`config.mk`:
```
export PLATFORM = sky130hd
export DESIGN_NAME = fnd_scan_controller
export DESIGN_NICKNAME = d
export VERILOG_FILES = /design/src/rtl/fnd_scan_controller.sv
export SDC_FILE = /design/constraint.sdc
export NUM_CORES = 1
export LEC_CHECK = 0
export ABC_AREA = 1
export CAP_MARGIN = 20
export CORE_ASPECT_RATIO = 0.6
export CORE_UTILIZATION = 45
export CTS_BUF_LIST = sky130_fd_sc_hd__clkbuf_16
export DETAILED_ROUTE_END_ITERATION = 16
export GPL_TIMING_DRIVEN = 0
export HOLD_SLACK_MARGIN = 0.03
export PLACE_DENSITY = 0.61
export SKIP_LAST_GASP = 1
export SLEW_MARGIN = 20
export SYNTH_ARGS = -nofsm -noshare
export SYNTH_HDL_FRONTEND = slang
export SYNTH_SLANG_ARGS = --single-unit
```
`constraint.sdc`:
```
create_clock -name i_clk -period 4.1 [get_ports i_clk]
set_clock_uncertainty 0.2 [all_clocks]
set_input_delay 1.23 -clock i_clk [delete_from_list [all_inputs] [get_ports i_clk]]
set_output_delay 1.23 -clock i_clk [all_outputs]
set_load 0.005 [all_outputs]
```
`src/rtl/fnd_scan_controller.sv`:
```
`default_nettype none
// ============================================================================
// Module   : fnd_scan_controller
// Brief    : Binary-to-BCD conversion (sequential double-dabble) and 4-digit
//            time-multiplexed scan driver for the FND decoder stage.
//            Optional macro FND_LEADING_ZERO_BLANK_EN blanks leading zeros.
// Revision : 1.0 - initial release
// ============================================================================
module fnd_scan_controller #(
    parameter int PRESCALE = 100000,
    parameter int CNT_W    = 17
) (
    input  logic        i_clk,
    input  logic        i_reset_n,
    input  logic [13:0] i_value,
    input  logic        i_load,
    input  logic        i_display_on,
    output logic        o_busy,
    output logic        o_overflow,
    output logic [1:0]  o_digit_position,
    output logic        o_En,
    output logic [3:0]  o_value
);

    typedef enum logic [1:0] {
        S_IDLE  = 2'd0,
        S_SHIFT = 2'd1,
        S_DONE  = 2'd2
    } state_t;

    localparam logic [CNT_W-1:0] c_PRESC_MAX = CNT_W'(PRESCALE - 1);
    localparam logic [13:0]      c_MAX_VAL   = 14'd9999;
    localparam logic [3:0]       c_LAST_SHIFT = 4'd13;

    state_t       state_q, state_d;
    logic [13:0]  bin_q, bin_d;
    logic [15:0]  bcd_q, bcd_d;
    logic [3:0]   cnt_q, cnt_d;
    logic [15:0]  disp_q, disp_d;
    logic         ovf_q, ovf_d;
    logic [15:0]  w_adj;

    logic [CNT_W-1:0] presc_q;
    logic [1:0]       digit_q;
    logic             en_q;

    // Add-3 correction applied to every nibble before each shift.
    always_comb begin
        w_adj = bcd_q;
        for (int i = 0; i < 4; i++) begin
            if (bcd_q[4*i +: 4] >= 4'd5) begin
                w_adj[4*i +: 4] = bcd_q[4*i +: 4] + 4'd3;
            end
        end
    end

    always_comb begin
        state_d = state_q;
        bin_d   = bin_q;
        bcd_d   = bcd_q;
        cnt_d   = cnt_q;
        disp_d  = disp_q;
        ovf_d   = ovf_q;
        case (state_q)
            S_IDLE: begin
                if (i_load) begin
                    bin_d   = (i_value > c_MAX_VAL) ? c_MAX_VAL : i_value;
                    ovf_d   = (i_value > c_MAX_VAL);
                    bcd_d   = 16'h0000;
                    cnt_d   = 4'd0;
                    state_d = S_SHIFT;
                end
            end
            S_SHIFT: begin
                bcd_d = {w_adj[14:0], bin_q[13]};
                bin_d = {bin_q[12:0], 1'b0};
                cnt_d = cnt_q + 4'd1;
                if (cnt_q == c_LAST_SHIFT) begin
                    state_d = S_DONE;
                end
            end
            S_DONE: begin
                disp_d  = bcd_q;
                state_d = S_IDLE;
            end
            default: begin
                state_d = S_IDLE;
            end
        endcase
    end

    always_ff @(posedge i_clk or negedge i_reset_n) begin
        if (!i_reset_n) begin
            state_q <= S_IDLE;
            bin_q   <= 14'd0;
            bcd_q   <= 16'h0000;
            cnt_q   <= 4'd0;
            disp_q  <= 16'h0000;
            ovf_q   <= 1'b0;
        end else begin
            state_q <= state_d;
            bin_q   <= bin_d;
            bcd_q   <= bcd_d;
            cnt_q   <= cnt_d;
            disp_q  <= disp_d;
            ovf_q   <= ovf_d;
        end
    end

    // Free-running scan: independent of conversion and display enable.
    always_ff @(posedge i_clk or negedge i_reset_n) begin
        if (!i_reset_n) begin
            presc_q <= '0;
            digit_q <= 2'd0;
            en_q    <= 1'b0;
        end else begin
            en_q <= i_display_on;
            if (presc_q == c_PRESC_MAX) begin
                presc_q <= '0;
                digit_q <= digit_q + 2'd1;
            end else begin
                presc_q <= presc_q + 1'b1;
            end
        end
    end

`ifdef FND_LEADING_ZERO_BLANK_EN
    logic [3:0] lit_q;
    logic [3:0] w_lit;

    always_comb begin
        w_lit    = 4'b0001;
        w_lit[3] = (disp_q[15:12] != 4'd0);
        w_lit[2] = (disp_q[15:8]  != 8'd0);
        w_lit[1] = (disp_q[15:4]  != 12'd0);
    end

    always_ff @(posedge i_clk or negedge i_reset_n) begin
        if (!i_reset_n) begin
            lit_q <= 4'b0001;
        end else begin
            lit_q <= w_lit;
        end
    end

    assign o_En = en_q & lit_q[digit_q];
`else
    assign o_En = en_q;
`endif

    assign o_busy           = (state_q != S_IDLE);
    assign o_overflow       = ovf_q;
    assign o_digit_position = digit_q;
    assign o_value          = disp_q[{digit_q, 2'b00} +: 4];

endmodule
`default_nettype wire

```
==> impl_metrics.env <==
export IMPL_status="finished, final reports clean"
export IMPL_min_path_type="flop to flop"
export IMPL_drt_total_wl_um=8360
export IMPL_area_growth_syn_to_layout_pct=18.5
export IMPL_synth_top_area_cell="dfrtp_1"
export IMPL_grt_pass1_wl_um=14200
export IMPL_design_core_area_sq_um=8010
export IMPL_hpwl_um=6140
export IMPL_vias=3076
export IMPL_cts_sinks=73
export IMPL_netlist_instances=466
export IMPL_worst_setup_path_type="flop to output port"
export IMPL_io_pins=27
export IMPL_dp_slack_ps=1250
export IMPL_synth_commonest_cells="133 x nand2_1, 73 x dfrtp_1, 54 x nor2_1, 53 x inv_1, 43 x o21ai_0"
export IMPL_drv_slew=0
export IMPL_clockRootBuffer="clkbuf_16"
export IMPL_peakVddDrop_mv=0.340
export IMPL_cp_cell_sequence="buf_2 > o21ai_0 > o22ai_1 > clkdlybuf4s50_1"
export IMPL_crit_buf_inv=2
export IMPL_synth_edff_count=0
export IMPL_combPwrFrac=0.362
export IMPL_cts_hold_buf=0
export IMPL_ys_warn_count=0
export IMPL_r2r_end="presc_q[15]"
export IMPL_clkLatencyLatePin_ps=340
export IMPL_cts_resized=0
export IMPL_grt_max_degree=45
export IMPL_cts_path_max_buffers=2
export IMPL_grt_met1_usage=0.329
export IMPL_synth_area_leaders="dfrtp_1 48%, nand2_1 13%, o21ai_0 5.7%, nor2_1 5.4%, inv_1 5.3%"
export IMPL_p_leak_nw=2.23
export IMPL_switching_power_w=0.00109
export IMPL_ys_types=27
export IMPL_ys_ff_latch=73
export IMPL_grt_pass1_vias=2880
export IMPL_grt_use_total=0.218
export IMPL_reg2reg_from="presc_q[0]"
export IMPL_drv_cap=0
export IMPL_final_nets=533
export IMPL_slew_headroom=0.729
export IMPL_hold_violations=0
export IMPL_fin_crit_sh=0.782
export IMPL_setup_viol=0
export IMPL_required_ps=2670
export IMPL_synthFlopType="dfrtp_1"
export IMPL_start_util=0.472
export IMPL_use_met2=0.298
export IMPL_p_seq_frac=0.386
export IMPL_slowest_stage="clkdlybuf4s50_1"
export IMPL_r2r_cells=8
export IMPL_synth_async_sr_flop_share=1.00
export IMPL_fmax_ghz=0.312
export IMPL_r2r_setup_slack_ps=2360
export IMPL_overflow=0
export IMPL_yosysMostFrequentCell="nand2_1"
export IMPL_fin_area_sq_um=4480
export IMPL_max_slew_worst_pin_slew_ps=407
export IMPL_htreeDepth=3
export IMPL_worstPathMaxFanout=10
export IMPL_port_buffers=26
export IMPL_postCtsSetupRepairBufs=0
export IMPL_syn_nets=495
export IMPL_endpoint_kind="output port"
export IMPL_syn_avg_cell_area_sq_um=8.11
export IMPL_firstDrtPassIters=4
export IMPL_finalWorstSetupSlack_ps=893
export IMPL_swShare=0.367
export IMPL_drt_iter0_markers=213
export IMPL_gp_congestion=0.837
export IMPL_p_int_w=0.00188
export IMPL_power_density_nw_per_um2=662
export IMPL_synth_area_sq_um=3780
export IMPL_dieWidth_um=120
export IMPL_cpPeakStageDelay_ps=530
export IMPL_synth_top_cell_area_share=0.483
export IMPL_cts_tree="yes"
export IMPL_die_y_um=73.0
export IMPL_drc=0
export IMPL_busiest_layer="met1"
export IMPL_arrival_ps=1780
export IMPL_grt_use_met3=0.0594
export IMPL_whs_path_depth=2
export IMPL_antenna_found_initial=0
export IMPL_num_antenna_cells=0
export IMPL_min_to="bin_q[2]"
export IMPL_placed_area_sq_um=4200
export IMPL_hp_start="bin_q[2]"
export IMPL_die_area_sq_um=8780
export IMPL_cp_top_family="buffers and inverters"
export IMPL_ant_nets=0
export IMPL_clk_pin_slew_ps=50
export IMPL_drive_gt1_frac=0.0864
export IMPL_period_minus_slack_ps=3210
export IMPL_rsz0062_at_grt="no"
export IMPL_avgRoutedWirePerCell_um=13.5
export IMPL_seq_area_frac_synth=0.483
export IMPL_start_kind="flop"
export IMPL_numCtsBuffers=9
export IMPL_clockPowerShare=0.252
export IMPL_vias_per_cell=4.99
export IMPL_rows=25
-- state kept, by name (all words and copies together) (netlist names) --
register	cells
bcd_q	16
bin_q	14
cnt_q	4
disp_q	16
o_En	1
o_digit_position	2
o_overflow	1
presc_q	17
state_q	2
-- logic make-up after synthesis --
logic type	synth area share
fa+ha+maj	0.0364
xor+xnor	0.0278
buf+inv	0.0765
simple gates	0.257
compound gates	0.119
flops	0.483
-- layout by cell type, fill, tap and decap left out --
master           instances
nand3_1                 30
o22ai_1                  5
nor2_4                   1
nand2_2                  2
o22ai_2                  7
buf_16                   1
nor2_8                   2
nand4_1                  3
nand2_4                  2
and2_1                   1
o21ai_2                  3
nor2_2                   1
a21oi_1                 10
bufinv_16                1
buf_4                    3
o21ai_1                  2
clkinv_2                 1
xor2_1                  12
inv_4                    1
buf_6                    3
clkdlybuf4s50_1         25
inv_1                   55
ha_1                    11
nor2_1                  54
clkinv_1                 3
clkbuf_16                9
nand2_1                133
clkbuf_1                 1
inv_2                    3
a22oi_1                  4
buf_2                    4
dfrtp_1                 73
o21ai_0                 43
-- power groups by stage --
stage | logic (W) | registers [W] | clock network [W]
floorplan | 0.000786 | 0.00111 | 0
global placement | 0.00104 | 0.00115 | 0
detailed placement | 0.00108 | 0.00115 | 0
CTS | 0.00108 | 0.00114 | 0.000765
global route | 0.00124 | 0.00118 | 0.000795
finish | 0.00107 | 0.00114 | 0.000747
-- metal layers --
layer | part of all wire | wire (um)
met2 | 0.39 | 3220
met1 | 0.55 | 4580
met5 | 0 | 0
met4 | 0.015 | 126
met3 | 0.051 | 430
-- tightest hold or removal path: cells and delay by family, from the launching register on --
family | cells | cell delay [ps]
DFF | 1 | 340
AOI/OAI and AO/OA | 1 | 60
and+or+nand+nor | 1 | 40
-- final cells by class --
cell class,instances,area (sq um)
Fill cell,772,3530
Sequential cell,73,1830
Multi-Input combinational cell,326,1660
Timing Repair Buffer,27,285
Clock buffer,9,225
Inverter,57,216
Tap cell,108,135
Buffer,10,72.6
Clock inverter,7,53.8
-- worst max path at each step --
stage / from / end / slack, ps / cells past startpoint
2_1_floorplan: o_digit_position[0] / o_value[0] / 1870 / 3
3_3_place_gp: i_reset_n / cnt_q[1] / -1040 / 1
3_5_place_dp: o_digit_position[0] / o_value[0] / 1250 / 4
4_1_cts: o_digit_position[0] / o_value[0] / 880 / 4
5_1_grt: o_digit_position[0] / o_value[3] / 790 / 4
6_report: o_digit_position[0] / o_value[0] / 890 / 4
-- metrics by stage --
stage	hold slack (ps)	TNS [ps]	instances	total power, W	util
global placement	263	-75790	600	0.00219	0.521
CTS	276	0	617	0.00299	0.559
global route	307	0	617	0.00321	0.559
finish	274	0	617	0.00296	0.559
detailed placement	264	0	601	0.00223	0.524
floorplan	247	0	466	0.00189	-
Note: power is estimated with default switching activity, not from simulation.
